File: config.mk
export PLATFORM = sky130hd
export DESIGN_NAME = fact_sched
export DESIGN_NICKNAME = d
export VERILOG_FILES = /design/src/rtl/fact_pkg.sv /design/src/rtl/fact_sched_rr_pick.sv /design/src/rtl/fact_sched.sv
export SDC_FILE = /design/constraint.sdc
export NUM_CORES = 1
export LEC_CHECK = 0
export ABC_CLOCK_PERIOD_IN_PS = 3800
export CAP_MARGIN = 20
export CORE_ASPECT_RATIO = 1.2
export CORE_UTILIZATION = 25
export DETAILED_ROUTE_END_ITERATION = 10
export PLACE_DENSITY = 0.61
export SYNTH_ARGS = -nofsm -noshare
export SYNTH_HDL_FRONTEND = slang
export SYNTH_SLANG_ARGS = --single-unit
File: constraint.sdc
create_clock -name clk -period 3.8 [get_ports clk]
set_input_delay 0.76 -clock clk [delete_from_list [all_inputs] [get_ports clk]]
set_output_delay 0.76 -clock clk [all_outputs]
set_load 0.02 [all_outputs]
File: src/rtl/fact_pkg.sv
// Shared definitions for the factorial job scheduler: default sizes,
// FSM state encodings and a small index-width helper.
package fact_pkg;

  localparam int NREQ_D = 4;
  localparam int NW_D   = 4;
  localparam int RW_D   = 32;
  localparam int TMO_D  = 1023;

  typedef logic [2:0] state_t;

  localparam state_t S_IDLE  = 3'd0;
  localparam state_t S_CLR   = 3'd1;
  localparam state_t S_GO    = 3'd2;
  localparam state_t S_BUSY  = 3'd3;
  localparam state_t S_RESP  = 3'd4;
  localparam state_t S_ABORT = 3'd5;

  // Width of an index into n items; never less than one bit.
  function automatic int idx_w(input int n);
    return (n > 1) ? $clog2(n) : 1;
  endfunction

endpackage

File: src/rtl/fact_sched_rr_pick.sv
// Round-robin picker: scans requesters starting at ptr and wrapping,
// returning a one-hot grant for the first active one (zero if none).
module rr_pick
  import fact_pkg::*;
#(
  parameter int NREQ = NREQ_D,
  parameter int IW   = idx_w(NREQ_D)
) (
  input  logic [NREQ-1:0] req,
  input  logic [IW-1:0]   ptr,
  output logic [NREQ-1:0] grant
);

  logic [IW:0]   sum;
  logic [IW-1:0] j;
  logic          found;

  // Rotated priority scan; the first requester at or after ptr wins.
  always_comb begin
    grant = '0;
    found = 1'b0;
    sum   = '0;
    j     = '0;
    for (int k = 0; k < NREQ; k++) begin
      sum = {1'b0, ptr} + (IW+1)'(k);
      if (sum >= (IW+1)'(NREQ)) sum = sum - (IW+1)'(NREQ);
      j = sum[IW-1:0];
      if (!found && req[j]) begin
        grant[j] = 1'b1;
        found    = 1'b1;
      end
    end
  end

endmodule

File: src/rtl/fact_sched.sv
// Factorial job scheduler: arbitrates NREQ requesters onto one shared
// factorial unit, sequences clear/go, watches for a hung unit and returns
// a one-cycle done pulse with the result (or an abort) to the owner.
module fact_sched
  import fact_pkg::*;
#(
  parameter int NREQ = NREQ_D,
  parameter int NW   = NW_D,
  parameter int RW   = RW_D,
  parameter int TMO  = TMO_D
) (
  input  logic             clk,
  input  logic             rst,
  input  logic [NREQ-1:0]  req,
  input  logic [NREQ*NW-1:0] req_n,
  output logic [NREQ-1:0]  gnt,
  output logic [NREQ-1:0]  done,
  output logic             err,
  output logic [RW-1:0]    result,
  output logic             fact_clr,
  output logic             fact_go,
  output logic [NW-1:0]    fact_n,
  input  logic             fact_fine,
  input  logic [RW-1:0]    fact_result
);

  localparam int IW = idx_w(NREQ);
  localparam int CW = idx_w(TMO + 1);

  state_t          state;
  logic [IW-1:0]   ptr;
  logic [IW-1:0]   nxt_ptr;
  logic [NREQ-1:0] pick;
  logic [IW-1:0]   pick_idx;
  logic [NREQ-1:0] win_oh;
  logic [IW-1:0]   win_idx;
  logic [NW-1:0]   op;
  logic [CW-1:0]   cnt;
  logic [RW-1:0]   res_q;

  rr_pick #(
    .NREQ (NREQ),
    .IW   (IW)
  ) u_pick (
    .req   (req),
    .ptr   (ptr),
    .grant (pick)
  );

  // Encode the one-hot pick into an index for operand selection and ptr update.
  always_comb begin
    pick_idx = '0;
    for (int k = 0; k < NREQ; k++) begin
      if (pick[k]) pick_idx = IW'(k);
    end
  end

  assign nxt_ptr = (win_idx == IW'(NREQ - 1)) ? '0 : win_idx + IW'(1);

  // Control FSM, watchdog counter, round-robin pointer and result register.
  always_ff @(posedge clk) begin
    if (rst) begin
      state <= S_IDLE;
      ptr   <= '0;
      cnt   <= '0;
      res_q <= '0;
    end else begin
      case (state)
        S_IDLE:  if (|req) state <= S_CLR;
        S_CLR:   state <= S_GO;
        S_GO: begin
          state <= S_BUSY;
          cnt   <= '0;
        end
        S_BUSY: begin
          cnt <= cnt + CW'(1);
          // A finished unit wins over a watchdog expiry in the same cycle.
          if (fact_fine) begin
            state <= S_RESP;
            res_q <= fact_result;
          end else if (cnt == CW'(TMO)) begin
            state <= S_ABORT;
            res_q <= '0;
          end
        end
        S_RESP, S_ABORT: begin
          state <= S_IDLE;
          ptr   <= nxt_ptr;
        end
        default: state <= S_IDLE;
      endcase
    end
  end

  // Latch the winner and its operand when a job is accepted; later req_n changes are ignored.
  always_ff @(posedge clk) begin
    if (state == S_IDLE && |req) begin
      win_oh  <= pick;
      win_idx <= pick_idx;
      op      <= req_n[pick_idx*NW +: NW];
    end
  end

  assign gnt      = (state != S_IDLE) ? win_oh : '0;
  assign done     = (state == S_RESP || state == S_ABORT) ? win_oh : '0;
  assign err      = (state == S_ABORT);
  assign result   = res_q;
  assign fact_clr = rst | (state == S_CLR);
  assign fact_go  = (state == S_GO);
  assign fact_n   = op;

endmodule

==> results of run 1 <==
-- registers in the layout (all words and copies together) (netlist names) --
name,flops
cnt,10
result,32
state,3
ptr,2
win_idx,2
win_oh,4
fact_n,4
-- per-stage QoR --
step	area, sq um	total power (uW)
after CTS	4230	1780
final	4230	1750
after global placement	3920	935
after floorplan	2820	809
after global routing	4230	1830
after detailed placement	3920	938
-- where the power goes --
part,internal (uW),switching [uW]
registers,649,15.8
logic,131,129
clock network,565,264
total,1340,409
-- worst max-delay path: cells and delay by family, from the launching register on --
| family | cells | cell delay, ns |
|---|---|---|
| buf+inv | 1 | 0.59 |
| flops | 1 | 0.42 |
| simple gates | 2 | 0.82 |
-- cells in the mapped netlist (all sizes together), types with 2 or more instances --
cell	n	share of area
a21oi	12	0.023
and3	4	0.0089
o21ai	15	0.027
mux4	4	0.032
a22oi	34	0.091
nor3b	3	0.0080
and2	5	0.012
edfxtp	10	0.11
nor3	6	0.011
dfxtp	47	0.33
o22ai	4	0.0089
nand2	22	0.029
inv	10	0.013
nor2	61	0.081
buf	7	0.020
clkbuf	14	0.019
nand3b	3	0.0080
nand2b	4	0.0098
a32o	2	0.0071
nand3	7	0.012
a31oi	4	0.0089
mux2	5	0.020
ha	8	0.035
a311oi	4	0.012
nor2b	6	0.013
-- cell usage in the layout, fill, tap and decap left out, drive strengths merged, types with 5 or more instances in the layout --
cell type	synthesis	routed
buf	7	6
nor2	61	61
o21ai	15	15
ha	8	8
a21oi	12	12
nand2	22	22
mux2	5	5
inv	10	10
clkbuf	14	9
nor3	6	6
and2	5	5
clkdlybuf4s50	0	100
edfxtp	10	10
dfxtp	47	47
nand3	7	7
nor2b	6	6
a22oi	34	34
-- per-layer routing --
| layer | track usage | part of all wire | up-vias |
|---|---|---|---|
| met4 | 0.0681 | 0.022 | 0 |
| met1 | 0.149 | 0.43 | 1224 |
| met5 | 0 | 0 | - |
| met2 | 0.225 | 0.50 | 84 |
| li1 | - | - | 1332 |
| met3 | 0.0361 | 0.053 | 11 |
-- cell families after synthesis --
family	count (synthesis)	share of synthesized area
compound gates	86	0.215
fa+ha+maj	8	0.0355
buf+inv	31	0.0519
flops	57	0.440
mux	10	0.0568
simple gates	124	0.201
-- final cells by class --
class / instances / share of cell area
sequential: 57 / 0.293
clock buffer: 9 / 0.0532
timing repair buffer: 106 / 0.247
inverter: 10 / 0.00887
clock inverter: 7 / 0.0201
tap: 132 / 0.0390
multi-input combinational: 228 / 0.339
-- worst paths after layout --
kind	from	end	slack (ns)	cells past startpoint
setup reg to reg	ptr[1]	fact_n[1]	0.91	8
hold / removal	cnt[1]	cnt[1]	0.47	2
setup / recovery	state[0]	gnt[3]	0.89	3
hold reg to reg	cnt[1]	cnt[1]	0.47	2
==> impl_metrics.py, run 1 <==
metrics = {
    "run_status": {
        "outcome": "complete, no violations",
    },
    "timing": {
        "worst_slew_pin_slew_ns": 0.822,
        "layout_setup_ws_ns": 0.889,
        "period_share": 0.766,
        "finalSetupTns_ns": 0,
        "drv_slew": 0,
        "whs_ns": 0.473,
        "setup_viol": 0,
        "fin_worst_skew_ns": 0.00460,
        "finalHoldViolations": 0,
        "unrepaired_setup_endpoints_after_global_routing": "false",
        "fmax_achieved_ghz": 0.344,
        "timing.max_slew.rel_slack": 0.448,
        "timing.final.crit_period_ns": 2.91,
    },
    "worst_setup_path": {
        "path_class": "register to primary output",
        "cp_data_arrival_time_ns": 2.15,
        "path_max_fanout": 12,
        "worstPathRequired_ns": 3.04,
        "crit_path_max_incr_delay_ns": 0.72,
        "timing.critical_path.slowest_stage_cell": "sky130_fd_sc_hd__nor3_1",
        "crit_path_cell_trace": "nor3_1 > nor2b_1 > clkdlybuf4s50_1",
        "critPathLaunchType": "register",
        "timing.critical_path.to_type": "primary output",
    },
    "routing": {
        "final_antenna_net_count": 0,
        "via_count": 2651,
        "route.detailed.drc": 0,
        "wl_per_cell_microns": 13.8,
        "drt_initial_violations": 135,
        "drt-total-wl_microns": 7580,
        "route.detailed.vias_per_inst": 4.83,
        "drt_first_pass_iters": 4,
    },
    "logic_synthesis": {
        "synth-seq-area-share": 0.440,
        "mappedNetlistArea_sq_um": 2820,
        "synth_warnings": 0,
        "avgSynthCellArea_sq_um": 8.92,
        "yosysUniqueCellTypes": 46,
        "synth_fp_nets": 379,
        "yosys_register_bits": 57,
        "asyncSetResetFlopFracSynth": 0,
        "post_synth_edffs": 10,
        "syn-instance-count": 316,
        "synth_ff_type": "sky130_fd_sc_hd__dfxtp_1",
    },
    "global_route": {
        "number_of_global_route_vias_before_repair": 2480,
        "global_route.usage.total": 0.132,
        "grt_start_max_net_pins": 48,
        "antenna_found_initial": 0,
        "wire_length_of_the_first_global_routing_pass_microns": 12100,
        "grt.overflow.total": 0,
    },
    "cells_and_area": {
        "final_core_utilization": 0.385,
        "areaGrowthSynthToFinish_pct": 50.0,
        "multiInputGateArea_sq_um": 1430,
        "share_of_layout_cells_above_drive_strength_1": 0.0911,
        "antenna_diodes": 0,
        "seq_area_sq_um": 1240,
        "post_layout_nonfiller_instances": 549,
        "filler_cell_count": 1116,
        "layout.nets": 475,
    },
    "floorplanning": {
        "placementRows": 42,
        "die_w_microns": 99.0,
        "start_util": 0.257,
        "die-height_microns": 118,
        "die-area_sq_um": 11700,
        "ioPinCount": 102,
        "coreArea_sq_um": 11000,
    },
    "clocking": {
        "cts_buffer_depth": 2,
        "tritoncts": "done",
        "cts_setup_buffers": 0,
        "cts.htree.levels": 3,
        "tritoncts_num_sinks": 57,
        "cts_buffers": 9,
        "cts_hold_buffers": 0,
        "path_clk_slew_ns": 0.05,
        "clk_latency_ns": 0.32,
        "cts.repair.resized": 0,
        "cts-root-buf": "sky130_fd_sc_hd__clkbuf_16",
    },
    "job": {
        "max_cap_viols": 0,
    },
    "power_and_ir_drop": {
        "peakVddDrop_v": 0.000214,
        "leakage_uw": 0.00153,
        "power_density_nw_per_um2": 415,
    },
    "placement": {
        "numPlacedInstances": 533,
        "port-buffer-count": 101,
        "final_hpwl_dp_microns": 5440,
        "place_congestion": 0.906,
        "dpl_worst_slack_ns": 0.632,
    },
    "hold_path": {
        "min_path_type": "register to register",
    },
}
Note: power is estimated with default switching activity, not from simulation.
==> run 2, diff against run 1 <==
ABC_CLOCK_PERIOD_IN_PS = 2900   (was 3800)
clock period = 2.9 ns   (was 3.8 ns; I/O delays follow)
==> run 2 against run 1 <==
Power up 29%; critical path depth up 5; clock skew up 0.0050 ns; register-to-register slack worse by 0.64 ns; wire length down 0.24%; critical path type is now register to register; non-clock buffer count up 11; die area unchanged; highest routed layer unchanged.
==> impl_metrics.py, run 2 (synthesis results as in run 1) <==
metrics = {
    "floorplanning": {
        "die-height_microns": 118,
        "coreArea_sq_um": 11000,
        "die_w_microns": 99.0,
        "die-area_sq_um": 11700,
        "start_util": 0.257,
        "placementRows": 42,
        "ioPinCount": 102,
    },
    "cells_and_area": {
        "antenna_diodes": 0,
        "most_common_cell_after_layout_fill_and_taps_aside": "sky130_fd_sc_hd__clkdlybuf4s50_1",
        "most_frequent_cells_in_the_layout": "sky130_fd_sc_hd__clkdlybuf4s50_1, sky130_fd_sc_hd__nor2_1, sky130_fd_sc_hd__dfxtp_1",
        "max_ffs_per_register": 32,
        "layout.nets": 486,
        "filler_cell_count": 1096,
        "multiInputGateArea_sq_um": 1430,
        "share_of_layout_cells_above_drive_strength_1": 0.115,
        "post_layout_nonfiller_instances": 559,
        "final_core_utilization": 0.393,
        "seq_area_sq_um": 1240,
        "areaGrowthSynthToFinish_pct": 52.9,
    },
    "timing": {
        "drv_slew": 0,
        "layout_setup_ws_ns": 0.273,
        "setup_viol": 0,
        "fin_worst_skew_ns": 0.00957,
        "timing.max_slew.rel_slack": 0.475,
        "timing.final.crit_period_ns": 2.63,
        "unrepaired_setup_endpoints_after_global_routing": "false",
        "period_share": 0.906,
        "worst_slew_pin_slew_ns": 0.786,
        "finalSetupTns_ns": 0,
        "fmax_achieved_ghz": 0.381,
        "whs_ns": 0.467,
        "finalHoldViolations": 0,
    },
    "routing": {
        "drt_first_pass_iters": 4,
        "route.detailed.drc": 0,
        "via_count": 2689,
        "drt-total-wl_microns": 7560,
        "final_antenna_net_count": 0,
        "wl_per_cell_microns": 13.5,
        "drt_initial_violations": 197,
        "route.detailed.vias_per_inst": 4.81,
    },
    "power_and_ir_drop": {
        "leakage_uw": 0.00159,
        "power_density_nw_per_um2": 525,
        "peakVddDrop_v": 0.000219,
    },
    "worst_setup_path": {
        "reg2reg_to": "fact_n[0]",
        "timing.critical_path.to_type": "register",
        "path_max_fanout": 6,
        "worstPathRequired_ns": 2.96,
        "cp_data_arrival_time_ns": 2.69,
        "cp-startpoint": "ptr[0]",
        "path_class": "register to register",
        "worst_setup_path_endpoint": "fact_n[0]",
        "critPathLaunchType": "register",
        "crit_reg_reg_startpoint": "ptr[0]",
        "worst-r2r-setup-slack_ns": 0.27,
        "reg2reg_depth": 8,
    },
    "hold_path": {
        "min_path_type": "register to register",
    },
    "clocking": {
        "cts.htree.levels": 3,
        "cts_buffers": 9,
        "cts_hold_buffers": 0,
        "cts_buffer_depth": 2,
        "cts.repair.resized": 0,
        "path_clk_slew_ns": 0.05,
        "tritoncts": "done",
        "clk_latency_ns": 0.33,
        "cts-root-buf": "sky130_fd_sc_hd__clkbuf_16",
        "cts_setup_buffers": 0,
        "tritoncts_num_sinks": 57,
    },
    "global_route": {
        "antenna_found_initial": 0,
        "grt_start_max_net_pins": 48,
        "wire_length_of_the_first_global_routing_pass_microns": 12000,
        "global_route.usage.total": 0.132,
        "grt.overflow.total": 0,
        "number_of_global_route_vias_before_repair": 2599,
    },
    "placement": {
        "numPlacedInstances": 544,
        "place_congestion": 0.875,
        "port-buffer-count": 101,
        "dpl_worst_slack_ns": -0.0437,
        "final_hpwl_dp_microns": 5470,
    },
    "run_status": {
        "outcome": "complete, no violations",
    },
    "job": {
        "max_cap_viols": 0,
    },
}
## run 2: final cells by class
type / count / share of cell area
Clock buffer: 12 / 0.0595
Clock inverter: 3 / 0.00929
Timing Repair Buffer: 117 / 0.264
Sequential cell: 57 / 0.288
Multi-Input combinational cell: 228 / 0.332
Tap cell: 132 / 0.0383
Inverter: 10 / 0.00871
## run 2: power breakdown
group | internal, uW | switching, uW
Combinational | 183 | 175
Clock | 702 | 339
Sequential | 850 | 16.0
## run 2: how the worst min path moves through the flow
stage	depth (start not counted)	startpoint	slack (ns)	endpoint
2_1_floorplan	2	cnt[1]	0.44	cnt[1]
4_1_cts	2	cnt[1]	0.47	cnt[1]
3_3_place_gp	2	cnt[1]	0.46	cnt[1]
6_report	2	cnt[1]	0.47	cnt[1]
5_1_grt	2	cnt[1]	0.49	cnt[1]
3_5_place_dp	2	cnt[1]	0.46	cnt[1]
## run 2: metrics by stage
| stage | total power, uW | cell area, sq um |
|---|---|---|
| floorplan | 1060 | 2820 |
| global placement | 1240 | 4020 |
| detailed placement | 1240 | 4020 |
| CTS | 2300 | 4310 |
| global route | 2370 | 4310 |
| finish | 2260 | 4310 |
## run 2: layer usage
| layer | up-vias | wire length [microns] | global-route usage |
|---|---|---|---|
| met1 | 1214 | 3150 | 0.144 |
| met3 | 19 | 446 | 0.0361 |
| li1 | 1357 | - | - |
| met5 | - | 0 | 0 |
| met4 | 0 | 216 | 0.0914 |
| met2 | 99 | 3750 | 0.219 |
## run 2: critical path, cell delays in order, from the launching register on
cell,delay [ns]
sky130_fd_sc_hd__dfxtp_1,0.34
sky130_fd_sc_hd__inv_1,0.07
sky130_fd_sc_hd__ha_1,0.43
sky130_fd_sc_hd__mux2_2,0.37
sky130_fd_sc_hd__a32o_1,0.26
sky130_fd_sc_hd__a32oi_1,0.35
sky130_fd_sc_hd__o21ai_0,0.18
sky130_fd_sc_hd__a311oi_1,0.25
sky130_fd_sc_hd__o22ai_1,0.13
==> run 3, diff against run 2 <==
CORE_UTILIZATION = 45   (was 25)
PLACE_DENSITY = 0.92   (was 0.61)
==> run 3 against run 2 <==
Non-clock buffer count is 2 lower; fmax is 3.6% lower; flip-flop and latch count stayed put; sequential power hardly changed; sequential share of layout area is 1.0 points higher; power is 13% lower; global-route usage is 10 points higher; critical endpoint is now fact_n[3].
==> impl_metrics.py, run 3 (synthesis results as in run 1) <==
metrics = {
    "cells_and_area": {
        "post_layout_nonfiller_instances": 508,
        "areaGrowthSynthToFinish_pct": 47.6,
        "layout.nets": 484,
        "most_frequent_cells_in_the_layout": "sky130_fd_sc_hd__clkdlybuf4s50_1, sky130_fd_sc_hd__nor2_1, sky130_fd_sc_hd__dfxtp_1",
        "most_common_cell_after_layout_fill_and_taps_aside": "sky130_fd_sc_hd__clkdlybuf4s50_1",
        "final_area_sq_um": 4160,
        "filler_cell_count": 455,
        "max_ffs_per_register": 32,
        "seq_area_sq_um": 1240,
        "antenna_diodes": 0,
        "multiInputGateArea_sq_um": 1430,
        "share_of_layout_cells_above_drive_strength_1": 0.108,
    },
    "worst_setup_path": {
        "path_class": "register to register",
        "crit_reg_reg_startpoint": "ptr[1]",
        "reg2reg_to": "fact_n[3]",
        "crit_path_max_incr_delay_ns": 0.42,
        "critical-path-top-delay-family": "compound AO/OA/AOI/OAI gates",
        "timing.critical_path.slowest_stage_cell": "sky130_fd_sc_hd__ha_1",
        "cp_data_arrival_time_ns": 2.79,
        "timing.critical_path.to_type": "register",
        "worstPathRequired_ns": 2.97,
        "cp.buffers_inverters": 1,
        "worst-r2r-setup-slack_ns": 0.17,
        "critPathLaunchType": "register",
        "crit_path_cell_trace": "inv_1 > ha_1 > mux2_2 > a32o_1 > a32oi_1 > o21ai_0 > a311oi_1 > o22ai_1",
        "reg2reg_depth": 8,
        "path_max_fanout": 6,
    },
    "clocking": {
        "cts-root-buf": "sky130_fd_sc_hd__clkbuf_8",
        "cts_hold_buffers": 0,
        "cts_buffers": 9,
        "cts_setup_buffers": 0,
        "clk_latency_ns": 0.33,
        "tritoncts": "done",
        "tritoncts_num_sinks": 57,
        "cts.repair.resized": 0,
        "cts.htree.levels": 3,
        "path_clk_slew_ns": 0.07,
        "cts_buffer_depth": 2,
    },
    "routing": {
        "drt_initial_violations": 155,
        "drt_first_pass_iters": 4,
        "wl_per_cell_microns": 14.8,
        "drt-total-wl_microns": 7530,
        "via_count": 2855,
        "route.detailed.vias_per_inst": 5.62,
        "route.detailed.drc": 0,
        "final_antenna_net_count": 0,
    },
    "global_route": {
        "grt_start_max_net_pins": 48,
        "grt.overflow.total": 0,
        "global_route.usage.total": 0.233,
        "number_of_global_route_vias_before_repair": 2638,
        "wire_length_of_the_first_global_routing_pass_microns": 11500,
        "antenna_found_initial": 0,
    },
    "floorplanning": {
        "ioPinCount": 102,
        "start_util": 0.466,
        "die-area_sq_um": 6590,
        "coreArea_sq_um": 6050,
        "die_w_microns": 74.3,
        "die-height_microns": 88.7,
        "placementRows": 31,
    },
    "placement": {
        "numPlacedInstances": 492,
        "post_dp_cell_area_sq_um": 3960,
        "port-buffer-count": 101,
        "final_hpwl_dp_microns": 5560,
        "place_congestion": 0.883,
    },
    "timing": {
        "setup_viol": 0,
        "fmax_achieved_ghz": 0.367,
        "fin_worst_skew_ns": 0.00770,
        "drv_slew": 0,
        "timing.max_slew.rel_slack": 0.434,
        "unrepaired_setup_endpoints_after_global_routing": "false",
        "timing.final.crit_period_ns": 2.73,
        "finalHoldViolations": 0,
        "worst_slew_pin_slew_ns": 0.848,
        "period_share": 0.940,
    },
    "power_and_ir_drop": {
        "leakage_uw": 0.00154,
        "peakVddDrop_v": 0.000284,
        "total_power_uw": 1980,
        "power_density_nw_per_um2": 476,
    },
    "job": {
        "max_cap_viols": 0,
    },
    "hold_path": {
        "min-delay-start": "cnt[1]",
        "hold_end": "cnt[1]",
        "min_path_type": "register to register",
        "holdPathStages": 2,
    },
    "run_status": {
        "outcome": "complete, no violations",
    },
}
==> run 3: cell count changes in the layout (fill, tap and decap cells not counted), sizes merged <==
| cell | change |
|---|---|
| clkbuf | +2 |
| clkinv | -1 |
| clkdlybuf4s50 | +1 |
| buf | -3 |
==> run 3: power by group <==
group | switching, uW | internal (uW)
Clock | 291 | 466
Combinational | 173 | 181
Sequential | 20.9 | 848
==> run 3: stage by stage <==
| step | hold WS (ns) | util | setup TNS [ns] | setup WS (ns) |
|---|---|---|---|---|
| 2_1_floorplan | 0.444 | - | 0 | 0.142 |
| 3_3_place_gp | 0.453 | 0.654 | 0 | 0.0565 |
| 3_5_place_dp | 0.475 | 0.654 | -0.133 | -0.108 |
| 4_1_cts | 0.483 | 0.688 | 0 | 0.192 |
| 5_1_grt | 0.522 | 0.688 | 0 | 0.0453 |
| 6_report | 0.484 | 0.688 | 0 | 0.174 |
==> run 3: worst max-delay path by stage <==
stage / from / end / slack (ns) / depth (start not counted)
2_1_floorplan: ptr[0] / fact_n[0] / 0.14 / 10
3_3_place_gp: req[2] / fact_n[2] / 0.06 / 8
3_5_place_dp: req[1] / fact_n[3] / -0.11 / 7
4_1_cts: ptr[1] / fact_n[3] / 0.19 / 8
5_1_grt: state[0] / gnt[0] / 0.05 / 3
6_report: ptr[1] / fact_n[3] / 0.17 / 8
==> run 3: per-layer routing <==
metal,track usage,share of wire,vias up
li1,-,-,1352
met1,0.235,0.37,1348
met2,0.431,0.53,139
met4,0.125,0.021,0
met3,0.0604,0.078,16
met5,0,0,-
==> run 3: layout make-up <==
| cell class | instances | share of cell area |
|---|---|---|
| Inverter | 10 | 0.00902 |
| Sequential cell | 57 | 0.298 |
| Timing Repair Buffer | 115 | 0.274 |
| Clock inverter | 2 | 0.00842 |
| Multi-Input combinational cell | 228 | 0.344 |
| Clock buffer | 14 | 0.0415 |
| Tap cell | 82 | 0.0246 |
==> run 3: tightest hold or removal path: cells and delay by family (launching register included) <==
| family | cells | cell delay (ns) |
|---|---|---|
| and+or+nand+nor | 1 | 0.06 |
| DFF | 1 | 0.33 |
| AOI/OAI and AO/OA | 1 | 0.05 |
